==> config.mk <==
export PLATFORM = sky130hd
export DESIGN_NAME = uart_xcvr
export DESIGN_NICKNAME = d
export VERILOG_FILES = /design/src/rtl/uart_pkg.sv /design/src/rtl/uart_baud_ctrl.sv /design/src/rtl/uart_xcvr.sv
export SDC_FILE = /design/constraint.sdc
export NUM_CORES = 1
export LEC_CHECK = 0
export BUFFER_PORTS_ARGS = -buffer_cell sky130_fd_sc_hd__buf_2
export CAP_MARGIN = 15
export CORE_MARGIN = 3
export CORE_UTILIZATION = 55
export DETAILED_ROUTE_END_ITERATION = 12
export PLACE_DENSITY = 0.76
export SETUP_SLACK_MARGIN = 0.1
export SYNTH_ARGS = -nofsm -noshare
export SYNTH_HDL_FRONTEND = slang
export SYNTH_SLANG_ARGS = --single-unit
export TNS_END_PERCENT = 20
==> constraint.sdc <==
create_clock -name clk -period 2.1 [get_ports clk]
set_input_delay 0.21 -clock clk [delete_from_list [all_inputs] [get_ports clk]]
set_output_delay 0.21 -clock clk [all_outputs]
set_load 0.1 [all_outputs]
==> src/rtl/uart_pkg.sv <==
// rtl/uart_pkg.sv - shared UART constants, baud table, divisor function and FSM state types
package uart_pkg;

    localparam int DIV_W = 16;

    localparam int PAR_NONE = 0;
    localparam int PAR_EVEN = 1;
    localparam int PAR_ODD  = 2;

    typedef enum logic [2:0] {
        TX_IDLE,
        TX_START,
        TX_DATA,
        TX_PARITY,
        TX_STOP
    } tx_state_t;

    typedef enum logic [2:0] {
        RX_IDLE,
        RX_START,
        RX_DATA,
        RX_PARITY,
        RX_STOP
    } rx_state_t;

    // Baud rate table indexed by baud_select.
    function automatic int unsigned baud_rate(input int idx);
        case (idx)
            0:       return 300;
            1:       return 1200;
            2:       return 4800;
            3:       return 9600;
            4:       return 19200;
            5:       return 38400;
            6:       return 57600;
            default: return 115200;
        endcase
    endfunction

    // Rounded 16x oversampling divisor; never below 1 so the tick keeps running.
    function automatic logic [DIV_W-1:0] baud_divisor(input int unsigned clk_hz, input int idx);
        int unsigned baud;
        int unsigned dv;
        baud = baud_rate(idx);
        dv   = (clk_hz + 8 * baud) / (16 * baud);
        if (dv == 0) dv = 1;
        return dv[DIV_W-1:0];
    endfunction

endpackage

==> src/rtl/uart_baud_ctrl.sv <==
// rtl/uart_baud_ctrl.sv - 16x sample-tick generator shared by transmitter and receiver
module uart_baud_ctrl
    import uart_pkg::*;
#(
    parameter int unsigned CLK_HZ = 50_000_000
) (
    input  logic       clk,
    input  logic       reset,
    input  logic [2:0] baud_select,
    output logic       tick
);

    // Divisors are elaboration-time constants; only a table lookup remains in hardware.
    localparam logic [DIV_W-1:0] DIV_TABLE [8] = '{
        baud_divisor(CLK_HZ, 0), baud_divisor(CLK_HZ, 1),
        baud_divisor(CLK_HZ, 2), baud_divisor(CLK_HZ, 3),
        baud_divisor(CLK_HZ, 4), baud_divisor(CLK_HZ, 5),
        baud_divisor(CLK_HZ, 6), baud_divisor(CLK_HZ, 7)
    };

    logic [DIV_W-1:0] cnt;
    logic [DIV_W-1:0] div_last;
    logic [2:0]       sel_q;

    assign div_last = DIV_TABLE[baud_select] - DIV_W'(1);

    always_ff @(posedge clk or negedge reset) begin
        if (!reset) begin
            cnt   <= '0;
            sel_q <= '0;
            tick  <= 1'b0;
        end else if (baud_select != sel_q) begin
            sel_q <= baud_select;
            cnt   <= '0;
            tick  <= 1'b0;
        end else if (cnt == div_last) begin
            cnt  <= '0;
            tick <= 1'b1;
        end else begin
            cnt  <= cnt + DIV_W'(1);
            tick <= 1'b0;
        end
    end

endmodule

==> src/rtl/uart_xcvr.sv <==
// rtl/uart_xcvr.sv - full-duplex UART transceiver; optional internal loopback under UART_LOOPBACK_EN
module uart_xcvr
    import uart_pkg::*;
#(
    parameter int unsigned CLK_HZ    = 50_000_000,
    parameter int          DATA_W    = 8,
    parameter int          PARITY    = 1,
    parameter int          STOP_BITS = 1
) (
    input  logic              clk,
    input  logic              reset,
`ifdef UART_LOOPBACK_EN
    input  logic              loopback,
`endif
    input  logic [2:0]        baud_select,
    input  logic              Tx_EN,
    input  logic              Tx_WR,
    input  logic [DATA_W-1:0] Tx_DATA,
    output logic              Tx_BUSY,
    output logic              TxD,
    input  logic              RxD,
    input  logic              Rx_EN,
    output logic [DATA_W-1:0] Rx_DATA,
    output logic              Rx_VALID,
    output logic              Rx_PERROR,
    output logic              Rx_FERROR
);

    localparam logic [2:0] BIT_LAST  = 3'(DATA_W - 1);
    localparam logic [2:0] STOP_LAST = 3'(STOP_BITS - 1);

    logic tick;
    logic armed;
    logic rx_line;

    uart_baud_ctrl #(.CLK_HZ(CLK_HZ)) u_baud (
        .clk         (clk),
        .reset       (reset),
        .baud_select (baud_select),
        .tick        (tick)
    );

    // Holds off any action until the second edge after reset release.
    always_ff @(posedge clk or negedge reset) begin
        if (!reset) armed <= 1'b0;
        else        armed <= 1'b1;
    end

    tx_state_t         tx_state, tx_state_n;
    logic [3:0]        tx_tick, tx_tick_n;
    logic [2:0]        tx_bit, tx_bit_n;
    logic [DATA_W-1:0] tx_shift, tx_shift_n;
    logic              tx_par, tx_par_n;
    logic              tx_wait, tx_wait_n;
    logic              tx_busy, tx_busy_n;
    logic              txd_r, txd_n;

    always_ff @(posedge clk or negedge reset) begin
        if (!reset) begin
            tx_state <= TX_IDLE;
            tx_tick  <= '0;
            tx_bit   <= '0;
            tx_shift <= '0;
            tx_par   <= 1'b0;
            tx_wait  <= 1'b0;
            tx_busy  <= 1'b0;
            txd_r    <= 1'b1;
        end else begin
            tx_state <= tx_state_n;
            tx_tick  <= tx_tick_n;
            tx_bit   <= tx_bit_n;
            tx_shift <= tx_shift_n;
            tx_par   <= tx_par_n;
            tx_wait  <= tx_wait_n;
            tx_busy  <= tx_busy_n;
            txd_r    <= txd_n;
        end
    end

    always_comb begin
        tx_state_n = tx_state;
        tx_tick_n  = tx_tick;
        tx_bit_n   = tx_bit;
        tx_shift_n = tx_shift;
        tx_par_n   = tx_par;
        tx_wait_n  = tx_wait;
        tx_busy_n  = tx_busy;
        txd_n      = txd_r;
        if (!Tx_EN) begin
            tx_state_n = TX_IDLE;
            tx_tick_n  = '0;
            tx_bit_n   = '0;
            tx_wait_n  = 1'b0;
            tx_busy_n  = 1'b0;
            txd_n      = 1'b1;
        end else begin
            case (tx_state)
                TX_IDLE: begin
                    if (Tx_WR && armed) begin
                        tx_shift_n = Tx_DATA;
                        tx_par_n   = (PARITY == PAR_ODD) ? ~(^Tx_DATA) : (^Tx_DATA);
                        tx_busy_n  = 1'b1;
                        tx_wait_n  = 1'b1;
                        tx_tick_n  = '0;
                        tx_state_n = TX_START;
                    end
                end
                TX_START: begin
                    // The start bit begins on the first tick after the latch.
                    if (tick) begin
                        if (tx_wait) begin
                            tx_wait_n = 1'b0;
                            txd_n     = 1'b0;
                        end else if (tx_tick == 4'd15) begin
                            tx_tick_n  = '0;
                            tx_bit_n   = '0;
                            txd_n      = tx_shift[0];
                            tx_state_n = TX_DATA;
                        end else begin
                            tx_tick_n = tx_tick + 4'd1;
                        end
                    end
                end
                TX_DATA: begin
                    if (tick) begin
                        if (tx_tick == 4'd15) begin
                            tx_tick_n = '0;
                            if (tx_bit == BIT_LAST) begin
                                if (PARITY != PAR_NONE) begin
                                    txd_n      = tx_par;
                                    tx_state_n = TX_PARITY;
                                end else begin
                                    txd_n      = 1'b1;
                                    tx_bit_n   = '0;
                                    tx_state_n = TX_STOP;
                                end
                            end else begin
                                tx_bit_n   = tx_bit + 3'd1;
                                tx_shift_n = tx_shift >> 1;
                                txd_n      = tx_shift[1];
                            end
                        end else begin
                            tx_tick_n = tx_tick + 4'd1;
                        end
                    end
                end
                TX_PARITY: begin
                    if (tick) begin
                        if (tx_tick == 4'd15) begin
                            tx_tick_n  = '0;
                            tx_bit_n   = '0;
                            txd_n      = 1'b1;
                            tx_state_n = TX_STOP;
                        end else begin
                            tx_tick_n = tx_tick + 4'd1;
                        end
                    end
                end
                TX_STOP: begin
                    if (tick) begin
                        if (tx_tick == 4'd15) begin
                            tx_tick_n = '0;
                            if (tx_bit == STOP_LAST) begin
                                tx_bit_n   = '0;
                                tx_busy_n  = 1'b0;
                                tx_state_n = TX_IDLE;
                            end else begin
                                tx_bit_n = tx_bit + 3'd1;
                            end
                        end else begin
                            tx_tick_n = tx_tick + 4'd1;
                        end
                    end
                end
                default: tx_state_n = TX_IDLE;
            endcase
        end
    end

    assign Tx_BUSY = tx_busy;

`ifdef UART_LOOPBACK_EN
    assign rx_line = loopback ? txd_r : RxD;
    assign TxD     = loopback ? 1'b1 : txd_r;
`else
    assign rx_line = RxD;
    assign TxD     = txd_r;
`endif

    logic rx_s1, rx_s2, rx_prev;
    logic rx_fall;

    always_ff @(posedge clk or negedge reset) begin
        if (!reset) begin
            rx_s1   <= 1'b1;
            rx_s2   <= 1'b1;
            rx_prev <= 1'b1;
        end else begin
            rx_s1   <= rx_line;
            rx_s2   <= rx_s1;
            rx_prev <= rx_s2;
        end
    end

    assign rx_fall = rx_prev & ~rx_s2;

    rx_state_t         rx_state, rx_state_n;
    logic [3:0]        rx_tick, rx_tick_n;
    logic [2:0]        rx_bit, rx_bit_n;
    logic [DATA_W-1:0] rx_shift, rx_shift_n;
    logic [DATA_W-1:0] rx_data, rx_data_n;
    logic              rx_par, rx_par_n;
    logic              rx_ferr, rx_ferr_n;
    logic              valid_n, perror_n, ferror_n;
    logic              par_bad;

    assign par_bad = (PARITY != PAR_NONE) && (((^rx_shift) ^ rx_par) != (PARITY == PAR_ODD));

    always_ff @(posedge clk or negedge reset) begin
        if (!reset) begin
            rx_state  <= RX_IDLE;
            rx_tick   <= '0;
            rx_bit    <= '0;
            rx_shift  <= '0;
            rx_data   <= '0;
            rx_par    <= 1'b0;
            rx_ferr   <= 1'b0;
            Rx_VALID  <= 1'b0;
            Rx_PERROR <= 1'b0;
            Rx_FERROR <= 1'b0;
        end else begin
            rx_state  <= rx_state_n;
            rx_tick   <= rx_tick_n;
            rx_bit    <= rx_bit_n;
            rx_shift  <= rx_shift_n;
            rx_data   <= rx_data_n;
            rx_par    <= rx_par_n;
            rx_ferr   <= rx_ferr_n;
            Rx_VALID  <= valid_n;
            Rx_PERROR <= perror_n;
            Rx_FERROR <= ferror_n;
        end
    end

    always_comb begin
        rx_state_n = rx_state;
        rx_tick_n  = rx_tick;
        rx_bit_n   = rx_bit;
        rx_shift_n = rx_shift;
        rx_data_n  = rx_data;
        rx_par_n   = rx_par;
        rx_ferr_n  = rx_ferr;
        valid_n    = 1'b0;
        perror_n   = 1'b0;
        ferror_n   = 1'b0;
        if (!Rx_EN) begin
            rx_state_n = RX_IDLE;
            rx_tick_n  = '0;
            rx_bit_n   = '0;
        end else begin
            case (rx_state)
                RX_IDLE: begin
                    if (rx_fall && armed) begin
                        rx_tick_n  = '0;
                        rx_state_n = RX_START;
                    end
                end
                RX_START: begin
                    // Mid-start re-check rejects short glitches on the line.
                    if (tick) begin
                        if (rx_tick == 4'd7) begin
                            rx_tick_n = '0;
                            rx_bit_n  = '0;
                            rx_state_n = rx_s2 ? RX_IDLE : RX_DATA;
                        end else begin
                            rx_tick_n = rx_tick + 4'd1;
                        end
                    end
                end
                RX_DATA: begin
                    if (tick) begin
                        if (rx_tick == 4'd15) begin
                            rx_tick_n  = '0;
                            rx_shift_n = {rx_s2, rx_shift[DATA_W-1:1]};
                            if (rx_bit == BIT_LAST) begin
                                rx_bit_n   = '0;
                                rx_ferr_n  = 1'b0;
                                rx_state_n = (PARITY != PAR_NONE) ? RX_PARITY : RX_STOP;
                            end else begin
                                rx_bit_n = rx_bit + 3'd1;
                            end
                        end else begin
                            rx_tick_n = rx_tick + 4'd1;
                        end
                    end
                end
                RX_PARITY: begin
                    if (tick) begin
                        if (rx_tick == 4'd15) begin
                            rx_tick_n  = '0;
                            rx_par_n   = rx_s2;
                            rx_bit_n   = '0;
                            rx_ferr_n  = 1'b0;
                            rx_state_n = RX_STOP;
                        end else begin
                            rx_tick_n = rx_tick + 4'd1;
                        end
                    end
                end
                RX_STOP: begin
                    if (tick) begin
                        if (rx_tick == 4'd15) begin
                            rx_tick_n = '0;
                            if (rx_bit == STOP_LAST) begin
                                rx_data_n  = rx_shift;
                                rx_bit_n   = '0;
                                rx_state_n = RX_IDLE;
                                if (rx_ferr || !rx_s2) ferror_n = 1'b1;
                                else if (par_bad)      perror_n = 1'b1;
                                else                   valid_n  = 1'b1;
                            end else begin
                                rx_bit_n  = rx_bit + 3'd1;
                                rx_ferr_n = rx_ferr | ~rx_s2;
                            end
                        end else begin
                            rx_tick_n = rx_tick + 4'd1;
                        end
                    end
                end
                default: rx_state_n = RX_IDLE;
            endcase
        end
    end

    assign Rx_DATA = rx_data;

endmodule

# Word-level counts from Yosys, hierarchy flattened
# Memories as Yosys holds them, arrays and structs flattened.
# Cells that the tools add are included.
[classes]
add_sub_neg = 6
mul = 0
div_mod_pow = 0
n_lt_le_gt_ge = 1
eq_ne = 61
shifts = 0
muxes = 125
bitwise_logic = 5
reduce_logical = 29
[ops]
columns = ["operator", "n"]
rows = [
  ["$mux W3", 47],
  ["$mux W16", 4],
  ["$mux W4", 12],
  ["$ne A3 B3 Y1 const B", 16],
  ["$mux W1", 46],
  ["$mux W8", 4],
  ["$ne A3 B2 Y1 const B", 10],
  ["$pmux W3 S5", 2],
  ["$pmux W3 S4", 2],
  ["$pmux W4 S3", 2],
  ["$reduce_and A9 Y1", 2],
  ["$add A16 B1 Y16 const B", 1],
  ["$eq A16 B16 Y1", 1],
  ["$ne A2 B2 Y1 const B", 8],
  ["$pmux W8 S2", 1],
  ["$reduce_xor A8 Y1", 2],
  ["$sub A16 B1 Y16 const B", 1],
  ["$reduce_and A5 Y1", 3],
  ["$eq A3 B2 Y1 const B", 4],
  ["$eq A3 B3 Y1 const B", 4],
  ["$logic_not A3 Y1", 4],
  ["$reduce_and A12 Y1", 1],
  ["$reduce_and A4 Y1", 3],
  ["$reduce_and A11 Y1", 1],
  ["31 further kinds", 46],
]
[totals]
register_bits = 77
latchBits = 0
ramBits = 0
romBits = 128
in_bits = 17
out_inout_bits = 13
n_memories = 1
[mem_list]
columns = ["memory", "depth", "width", "rd", "rd_clocked_by_memory_dff", "wr", "line", "text"]
rows = [
  ["(name not given)", 8, 16, 1, 0, 0, "uart_baud_ctrl.sv:25", "assign div_last = DIV_TABLE[baud_select] - DIV_W'(1);"],
]

# Depth between registers and ports, before layout
# Gate-level depths: netlist of run 1.
[logic_depth]
word_depth = 9
depth_mapped = 13
mapped_depth_nobuf = 11

# By module
# Synthesis of run 1 repeated with hierarchy kept, for this count alone.
[hier_totals]
hier_cells = 481
area_unflattened_um2 = 4749.6
[by_module_without_submodules]
columns = ["mod", "n_inst", "cells_per_inst", "area_each_um2", "seq_area_each_um2"]
rows = [
  ["uart_xcvr", 1, 308, 3130.5, 1431.4],
  ["uart_baud_ctrl", 1, 173, 1619.1, 500.5],
]

# Worst setup path before layout of run 1
# OpenSTA, ideal clock, no wires.
[synth_timing]
path_type = "input to register"
from = "in baud_select[0]"
to = "reg u_baud.cnt[11]"
setup_ns = 0.136
t_arrival_ns = 2.677
t_required_ns = 1.964
slack_ns = -0.714
stages = 13
n_path_buf = 2
cell_sequence = "buf_2 -> inv_1 -> ha_1 -> mux2i_1 -> inv_1 -> ha_1 -> xor2_1 -> o21ai_0 -> nor4b_2 -> o2111ai_1 -> a2111oi_4 -> buf_6 -> nor3_1"
[synth_via]
elab_chain_cells = 8
word_cells_on_any_way = 9
cone_classes = "1 x add/sub; 2 x eq/ne; 4 x mux; 1 x bitwise; 1 x memory"
[synth_lines]
columns = ["item", "line", "text"]
rows = [
  ["start: declaration", "uart_xcvr.sv:15", "input logic [2:0] baud_select,"],
  ["$not A3 Y4 (implied by the code)", "uart_baud_ctrl.sv:25", ""],
  ["$mem_v2 Z8 W16", "n/a", ""],
  ["$mux W16 (implied by the code) (2 in series)", "uart_baud_ctrl.sv:25", ""],
  ["$sub A16 B1 Y16", "uart_baud_ctrl.sv:25", ""],
  ["$eq A16 B16 Y1", "uart_baud_ctrl.sv:36", "end else if (cnt == div_last) begin"],
  ["$mux W16", "uart_baud_ctrl.sv:36", ""],
  ["$mux W16 (*)", "uart_baud_ctrl.sv:32", "end else if (baud_select != sel_q) begin"],
  ["end signal: assignment", "uart_baud_ctrl.sv:40", "cnt <= cnt + DIV_W'(1);"],
  ["end: declaration", "uart_baud_ctrl.sv:21", "logic [DIV_W-1:0] cnt;"],
]
# Mark *: on every way between the ends. The rest lies on a longest branch, timed or not. The select of a mux whose other input is x is not followed.
# A chain may end at the register's enable or synchronous reset.

# Worst setup path after layout of run 1
[layout_timing]
from = "in baud_select[1]"
to = "reg u_baud.cnt[15]"
# The elaborated chain is that of the path after synthesis.

==> metrics.yaml, run 1 <==
powerDensity_mw_per_mm2: 757
synth_top_cells_by_area: "dfrtp_1 (40%), xnor2_1 (5.9%), ha_1 (4.6%)"
ir_drop_v: 0.000630
cp_max_fo: 7
ys_seq_area_frac: 0.419
ys_top_cells_by_count: "dfrtp_1 (73), nand2_1 (48), o21ai_0 (40)"
stdcell_count: 668
crit_top_cell: "buf_8"
synth_top_area_frac: 0.396
ys_types: 59
die_area_mm2: 0.00952
areaGrowthSynthToFinish_pct: 24.6
ios: 30
nets: 595
synth_ff_type: "dfrtp_1"
yosys_warnings: 0
grt_start_max_net_pins: 42
die_w_um: 97.6
root_buffer: "clkbuf_8"
start_util: 0.582
critical_path.cell_chain: "buf_8, buf_6, ha_1, nand2b_1, or4_1, xor2_2, o2111ai_2, a2111oi_4, buf_4, buf_8, nor3_2"
cp-start-kind: "primary input"
core_area_mm2: 0.00793
timing.max_cap.violations: 0
clk_path_buf_depth: 2
route.detailed.drc: 0
worst_slew_pin_slew_ps: 659
yosysTopAreaCell: "dfrtp_1"
violations: "negative setup slack"
hold_viol: 0
h-tree-depth: 3
finClkSkew_ps: 12.7
r2r_cells: 9
synth_seq_cells: 77
grt_pass1_wl_mm: 17.3
grt-ovfl-total: 0
syn-cell-area_mm2: 0.00461
drt_pass1_iterations: 4
totalPowerFinal_mw: 4.35
maxSlewHeadroom: 0.560
drtAntennaViolNets: 0
setup_violations: 16
ys_async_sr_fraction: 1.00
cts_sinks: 77
dp_hpwl_mm: 7.21
crit_path_max_incr_delay_ps: 610
cts_tree: "built"
cts_buffers: 9
track_usage: 0.221
final.min_clock_period_ps: 2350
slowest_stage: "or4_1"
dp_cells: 644
fp-row-count: 32
clk_pin_slew_ps: 80
antenna_found_initial: 0
place.gp.congestion: 0.857
maxSlewViolCount: 0
vias: 3821
syn_area_per_cell_um2: 9.51
avgRoutedWirePerCell_um: 16.0
status: "finished, violations left"
syn_inst: 485
clk_latency_ps: 360
max_freq_mhz: 425
whs_path_depth: 2
drtIter0Drc: 267
placement.io_buffers: 29
endpoint_kind: "flop"
viasPerCell: 5.72
critPathRequiredTime_ps: 2320
die_h_um: 97.6
path_class: "in -> reg"
grt_pass1_vias: 3759
fin_ws_ps: -252
place_ws_ps: -534
leakagePower_nw: 2.56
post-route-period-util: 1.12
syn_nets: 519
hp-class: "in -> reg"
yosys.cell_count.top_type: "dfrtp_1"
rsz0062_at_grt: "true"
synth-edff-count: 0
routed_wl_mm: 10.7
num_antenna_cells: 0
drive_gt1_frac: 0.297
arrival_ps: 2570
-- stage by stage --
step	setup TNS (ps)	hold slack, ps	instance area [µm²]	utilization
floorplan	-3080	-85.6	4660	-
global placement	-5950	224	5210	0.657
detailed placement	-8490	229	5210	0.657
CTS	-751	105	5580	0.704
global route	-4440	151	5750	0.725
finish	-3530	138	5750	0.725
-- cells by family after synthesis --
kind of cell	count (synthesis)	synth area share
other	1	0.000813
DFF	77	0.419
buffers and inverters	39	0.0355
adders and majority gates	17	0.0461
muxes	31	0.0733
xor gates and xnor gates	47	0.0893
and+or+nand+nor	182	0.209
AOI/OAI and AO/OA	91	0.127
-- placed cells by master (no fill, tap or decap), drive strengths merged, types with 3 or more instances in the layout --
cell type,synthesis,final
o22ai,3,3
a21oi,12,12
nor3b,3,3
nand3,19,19
nand3b,4,4
mux2,19,19
nand4,6,6
inv,18,19
xor2,16,16
ha,17,17
bufinv,0,3
nand2b,19,19
o21ai,40,40
a211oi,4,4
buf,6,84
nor2,26,26
nor2b,10,10
and3,7,7
nor4,3,3
nand2,48,48
clkbuf,15,9
nor3,20,20
a22o,3,3
o21a,3,3
o31ai,6,6
mux2i,12,12
dfrtp,73,73
xnor2,31,31
dfstp,4,4
-- state kept, by name, indices dropped and copies added (netlist names), 3 cells and up --
register and count:
u_baud.cnt 16, rx_shift 8, rx_tick 4, rx_state 3
tx_tick 4, tx_shift 8, tx_state 3, Rx_DATA 8
u_baud.sel_q 3, rx_bit 3, tx_bit 3
-- power by group --
group	switching, mW	internal (mW)	total, mW
clock network	0.595	0.795	1.39
registers	0.105	1.64	1.75
logic	0.707	0.507	1.21
total	1.41	2.94	4.35
-- what timing repair did --
| item | 4_1_cts | 5_1_grt |
|---|---|---|
| buffers inserted | 1 | 4 |
| cloned | 1 | 0 |
| endpoints found under the hold margin | 39 | 0 |
| setup endpoints to repair | 29 | 48 |
| pin swaps | 8 | 15 |
| hold buffers | 2 | 0 |
| gates resized for setup | 23 | 32 |
-- worst paths after layout --
kind | slack [ps] | start | end
setup reg to reg | -90 | u_baud.cnt[3] | u_baud.cnt[15]
hold reg to reg | 360 | rx_s1 | rx_s2
setup / recovery | -250 | baud_select[1] | u_baud.cnt[15]
max in group asynchronous | 1070 | reset | TxD
hold / removal | 140 | Tx_EN | TxD
min in group asynchronous | 380 | reset | u_baud.cnt[4]
-- area by class of cell --
type	instances	area, µm²
multi-input combinational	369	2740
fill	571	2180
sequential	77	1930
timing repair buffer	86	624
tap	102	128
clock buffer	9	124
clock inverter	7	123
inverter	18	72.6
-- metal layers --
layer | GRT usage | share of wire | wire length [µm] | vias up
met5 | 0 | 0 | 0 | -
met4 | 0.0820 | 0.014 | 149 | 0
met3 | 0.0380 | 0.044 | 467 | 15
met2 | 0.370 | 0.50 | 5380 | 96
met1 | 0.286 | 0.44 | 4720 | 1854
li1 | - | - | - | 1856
-- worst max-delay path, delay by kind of cell --
family,cells,cell delay (ps)
AO/OA/AOI/OAI,2,490
XOR/XNOR,1,260
adder cells (fa/ha/maj),1,230
buffers and inverters,4,560
AND/OR/NAND/NOR,3,810
Note: power is estimated with default switching activity, not from simulation.
==> inputs of run 2 (changes only) <==
--- a/config.mk
+++ b/config.mk
@@ -13,2 +13,3 @@
 export PLACE_DENSITY = 0.76
+export REMOVE_ABC_BUFFERS = 1
 export SETUP_SLACK_MARGIN = 0.1
--- a/constraint.sdc
+++ b/constraint.sdc
@@ -3,2 +3,2 @@
 set_output_delay 0.21 -clock clk [all_outputs]
-set_load 0.1 [all_outputs]
+set_load 0.01 [all_outputs]
==> metrics.yaml, run 2 (same netlist as run 1, synthesis figures left out) <==
place.gp.congestion: 0.870  # +1.6%
filler_cell_count: 526  # -7.9%
root_buffer: "clkbuf_8"
core_area_mm2: 0.00793  # unchanged
routed_wl_mm: 11.5  # +7.0%
grt_pass1_vias: 3956  # +5.2%
clk_path_buf_depth: 2  # unchanged
ir_drop_v: 0.000569  # -9.7%
totalPowerFinal_mw: 4.22  # -2.9%
reg2reg_from: "u_baud.cnt[6]"
setup_violations: 17  # +1
viasPerCell: 5.95  # +4.1%
cts_sinks: 77  # unchanged
whs_path_depth: 2  # unchanged
cts_buffers: 9  # unchanged
fp-row-count: 32  # unchanged
maxSlewHeadroom: 0.653  # +0.0924
nets: 611  # +2.7%
die_h_um: 97.6  # unchanged
antenna_found_initial: 0  # unchanged
finClkSkew_ps: 8.99  # -3.73 ps
final_cell_mix: "dfrtp_1 (73), buf_4 (58), nand2_1 (47)"
violations: "negative setup slack"
placement.io_buffers: 29  # unchanged
r2r_end: "u_baud.cnt[11]"
stdcell_count: 684  # +2.4%
avgRoutedWirePerCell_um: 16.8  # +4.5%
drtAntennaViolNets: 0  # unchanged
dp_hpwl_mm: 7.32  # +1.5%
hp-start: "baud_select[0]"
grt_start_max_net_pins: 41  # -2.4%
cts_tree: "built"
clk_pin_slew_ps: 80  # about the same
endpoint_kind: "flop"
reg2reg_slack_ps: -20  # +70 ps
leakagePower_nw: 2.66  # +3.8%
hold_path_end: "u_baud.sel_q[0]"
final.setup.tns_ps: -1400  # +2130 ps
fin_ws_ps: -121  # +131 ps
die_w_um: 97.6  # unchanged
drt_pass1_iterations: 6  # +2
route.detailed.drc: 0  # unchanged
place_ws_ps: -621  # -87.1 ps
grt-ovfl-total: 0  # unchanged
num_antenna_cells: 0  # unchanged
vias: 4072  # +6.6%
cp_max_fo: 14  # +7
clk_latency_ps: 350  # about the same
worst_slew_pin_slew_ps: 521  # -138 ps
timing.max_cap.violations: 0  # unchanged
arrival_ps: 2440  # -130 ps
final.min_clock_period_ps: 2220  # -131 ps
grt_pass1_wl_mm: 18.4  # +6.5%
maxSlewViolCount: 0  # unchanged
hold_viol: 0  # unchanged
hp-class: "in -> reg"
dp_cells: 647  # +0.47%
max_freq_mhz: 450  # +5.9%
cp-start-kind: "primary input"
drive_gt1_frac: 0.311  # +0.0142
areaGrowthSynthToFinish_pct: 28.3
status: "finished, violations left"
track_usage: 0.231  # +0.0108
ios: 30  # unchanged
start_util: 0.582  # unchanged
drtIter0Drc: 336  # +26%
h-tree-depth: 3  # unchanged
largest_register_ffs: 16  # unchanged
critPathRequiredTime_ps: 2310  # about the same
powerDensity_mw_per_mm2: 714  # -5.7%
mostFrequentLayoutCell: "dfrtp_1"
path_class: "in -> reg"
post-route-period-util: 1.06  # -0.0622
rsz0062_at_grt: "true"
max_flop_register: "u_baud.cnt"
die_area_mm2: 0.00952  # unchanged
r2r_cells: 6  # -3
[run 2: cell count changes in the layout (fill, tap and decap cells not counted), sizes merged]
| cell | delta |
|---|---|
| clkinvlp | -1 |
| buf | +16 |
| inv | +1 |
| clkbuf | +1 |
| bufinv | -1 |
[run 2: layout make-up]
cell class / count / area, µm² / area share
multi-input combinational: 369 / 2770 / 0.469
inverter: 18 / 72.6 / 0.0123
clock inverter: 6 / 92.6 / 0.0157
sequential: 77 / 1930 / 0.327
clock buffer: 10 / 138 / 0.0233
timing repair buffer: 102 / 779 / 0.132
tap: 102 / 128 / 0.0216
[run 2: worst max-delay path: stages]
cell	delay, ps
buf_2	130
buf_4	140
buf_6	180
mux2i_4	280
xor2_2	120
a211o_1	290
a211o_1	360
a2111oi_4	450
buf_4	220
nor3_1	60
[run 2: worst max path at each step]
stage,startpoint,to,slack (ps),depth (start not counted)
after CTS,baud_select[1],u_baud.cnt[4],-20,14
after global routing,baud_select[0],u_baud.cnt[15],-250,13
after floorplan,baud_select[0],u_baud.cnt[11],-570,11
after global placement,baud_select[0],u_baud.cnt[15],-550,13
final,baud_select[2],u_baud.cnt[11],-120,10
after detailed placement,baud_select[0],u_baud.cnt[15],-620,13
[run 2: stage by stage]
step	area (µm²)	util	hold WS [ps]
3_5_place_dp	5190	0.655	220
3_3_place_gp	5190	0.655	213
2_1_floorplan	4510	-	-85.6
5_1_grt	5920	0.746	76.4
4_1_cts	5720	0.721	74.5
6_report	5920	0.746	91.5
[run 2: per-layer routing]
layer,part of all wire,global-route usage,vias to the layer above,routed length (µm)
li1,-,-,1881,-
met1,0.41,0.288,1996,4650
met2,0.52,0.396,176,5920
met3,0.060,0.0510,19,685
met4,0.018,0.0809,0,206
met5,0,0,-,0
[run 2: where the power goes]
| part | total (mW) | internal [mW] | switching [mW] |
|---|---|---|---|
| combinational | 1.17 | 0.534 | 0.638 |
| sequential | 1.75 | 1.64 | 0.113 |
| clock | 1.30 | 0.712 | 0.584 |
| total | 4.22 | 2.89 | 1.33 |
[run 2: timing repair]
item / 4_1_cts / 5_1_grt
gates resized for setup: 43 / 30
cloned: 1 / 0
pin swaps: 17 / 10
buffers inserted: 12 / 6
setup endpoints to repair: 29 / 50
endpoints found under the hold margin: 36 / 0
hold buffers: 2 / 0
==> inputs of run 3 (changes only) <==
ABC_AREA = 1   (was default)
CORE_UTILIZATION = 56   (was 55)
PLACE_DENSITY = 0.77   (was 0.76)
==> metrics.yaml, run 3 <==
max_flop_register: "u_baud.cnt"
clk_latency_ps: 370  # +20 ps
die_w_um: 100  # +2.8%
drive_gt1_frac: 0.208  # -0.103
placement.io_buffers: 29  # unchanged
maxSlewViolCount: 0  # unchanged
syn_inst: 653  # +35%
top_layer_used: "met4"
avgRoutedWirePerCell_um: 13.8  # -17%
worst_slew_pin_slew_ps: 526  # +5.42 ps
start_util: 0.591  # +0.00931
maxSlewHeadroom: 0.649  # -0.00361
status: "finished clean"
final_area_mm2: 0.00587  # -0.80%
synth-edff-count: 0  # unchanged
synth_top_cells_by_area: "dfrtp_1 (37%), nand2_1 (12%), inv_1 (5.9%)"
h-tree-depth: 3  # unchanged
mostFrequentLayoutCell: "nand2_1"
multi_input_area_mm2: 0.00270  # -2.8%
drtAntennaViolNets: 0  # unchanged
final.min_clock_period_ps: 2000  # -223 ps
synth_seq_cells: 77  # unchanged
grt_pass1_wl_mm: 18.8  # +2.1%
vias: 4611  # +13%
fin_hold_ws_ps: 110  # +18.7 ps
die_area_mm2: 0.0101  # +5.6%
hp-class: "in -> reg"
clk_path_buf_depth: 2  # unchanged
fin_ws_ps: 102  # +223 ps
crit_path_max_incr_delay_ps: 200  # -250 ps
cts_tree: "built"
routed_wl_mm: 11.6  # +0.90%
finClkSkew_ps: 14.1  # +5.12 ps
synth_top_area_frac: 0.367  # -0.0292
placed_cell_area_mm2: 0.00550  # +5.9%
slowest_stage: "ha_2"
dp_hpwl_mm: 8.21  # +12%
layout.area.seq_mm2: 0.00193  # unchanged
cp-start-kind: "primary input"
cp_max_fo: 8  # -6
wl_met1_mm: 4.95  # +6.5%
path_class: "in -> reg"
cts_sinks: 77  # unchanged
cts_buffers: 9  # unchanged
syn-cell-area_mm2: 0.00498  # +8.0%
num_antenna_cells: 0  # unchanged
antenna_found_initial: 0  # unchanged
viasPerCell: 5.52  # -7.4%
rsz0062_at_grt: "true"
grt_start_max_net_pins: 41  # unchanged
ys_seq_area_frac: 0.388  # -0.0309
yosys_warnings: 0  # unchanged
route.detailed.drc: 0  # unchanged
place_ws_ps: -213  # +408 ps
endpoint_kind: "flop"
ir_drop_v: 0.000364  # -36%
synth_ff_type: "dfrtp_1"
clk_pin_slew_ps: 90  # about the same
place.gp.congestion: 1.00  # +15%
arrival_ps: 2250  # -190 ps
yosysTopAreaCell: "dfrtp_1"
max_freq_mhz: 501  # +11%
die_h_um: 100  # +2.8%
totalPowerFinal_mw: 4.76  # +13%
drtIter0Drc: 316  # -6.0%
ys_top_cells_by_count: "nand2_1 (157), inv_1 (78), dfrtp_1 (73)"
root_buffer: "clkbuf_8"
critPathRequiredTime_ps: 2350  # +40 ps
post-route-period-util: 0.951  # -0.106
drt_pass1_iterations: 5  # -1
areaGrowthSynthToFinish_pct: 17.9
final.setup.tns_ps: 0  # +1400 ps
syn_area_per_cell_um2: 7.62  # -20%
largest_register_ffs: 16  # unchanged
ios: 30  # unchanged
hold_viol: 0  # unchanged
track_usage: 0.228  # -0.00308
grt_pass1_vias: 4364  # +10%
critical_path.cell_chain: "buf_2, inv_1, ha_2, nor2_1, nor2_2, ha_4, nand3_4, nor2_4, nand3_4, nand2_2, nand3_1, nor2_1, nand2_1, nor2_4, clkbuf_16, a21oi_2"
route.met2.wl_mm: 5.70  # -3.7%
filler_cell_count: 683  # +30%
leakagePower_nw: 2.88  # +8.5%
fp-row-count: 33  # +3.1%
timing.max_cap.violations: 0  # unchanged
grt-ovfl-total: 0  # unchanged
nets: 760  # +24%
core_area_mm2: 0.00842  # +6.3%
ys_async_sr_fraction: 1.00  # unchanged
ys_types: 45  # -24%
wl_met3_um: 674  # -1.6%
yosys.cell_count.top_type: "nand2_1"
setup_violations: 0  # -17
powerDensity_mw_per_mm2: 811  # +14%
final_cell_mix: "nand2_1 (155), inv_1 (78), dfrtp_1 (73)"
[run 3: area by class of cell]
type	count	share of cell area
multi-input cells	480	0.460
flip-flops and latches	77	0.329
repair buffers	76	0.0977
inverters	82	0.0529
well taps	105	0.0224
clock buffers	10	0.0217
clock inverters	6	0.0164
[run 3: worst paths after layout]
path                           startpoint               to  depth (start not counted)  slack [ps]
setup / recovery           baud_select[0]   u_baud.cnt[12]                         16         100
hold / removal             baud_select[1]  u_baud.sel_q[1]                          2         110
setup reg to reg              tx_state[1]      tx_shift[5]                          8         220
hold reg to reg                     rx_s1            rx_s2                          0         350
max in group asynchronous           reset            rx_s1                          3        1080
min in group asynchronous           reset      tx_shift[2]                          2         360
[run 3: report_power, final]
part	internal [mW]	total (mW)	switching, mW
clock network	0.682	1.30	0.617
registers	1.71	1.85	0.142
logic	0.571	1.61	1.04
[run 3: layer usage]
metal,track usage,vias up
li1,-,2283
met4,0.0746,0
met2,0.388,156
met1,0.295,2146
met3,0.0396,26
met5,0,-
[run 3: kinds of logic (layout without fill, tap and decap cells)]
| family | Yosys count | after routing | share of synthesized area |
|---|---|---|---|
| AO/OA/AOI/OAI | 117 | 117 | 0.139 |
| XOR/XNOR | 23 | 23 | 0.0405 |
| adder cells (fa/ha/maj) | 17 | 17 | 0.0427 |
| buffers and inverters | 96 | 174 | 0.0784 |
| flip-flops | 77 | 77 | 0.388 |
| multiplexers | 1 | 1 | 0.00226 |
| other | 1 | 1 | 0.000753 |
| AND/OR/NAND/NOR | 321 | 321 | 0.309 |
[run 3: what timing repair did]
action	4_1_cts	5_1_grt
gates resized for setup	0	9
hold buffers	2	0
hold endpoints to repair	39	0
setup endpoints to repair	0	32
buffers inserted	0	6
[run 3: through the flow]
| step | util | cells |
|---|---|---|
| after floorplan | - | 639 |
| after global placement | 0.653 | 811 |
| after detailed placement | 0.653 | 811 |
| after CTS | 0.682 | 829 |
| after global routing | 0.697 | 836 |
| final | 0.697 | 836 |
[run 3: worst max-delay path: cells and delay by family]
| family | cells | cell delay [ps] |
|---|---|---|
| simple gates | 10 | 1210 |
| buf+inv | 3 | 380 |
| fa+ha+maj | 2 | 370 |
| compound gates | 1 | 60 |
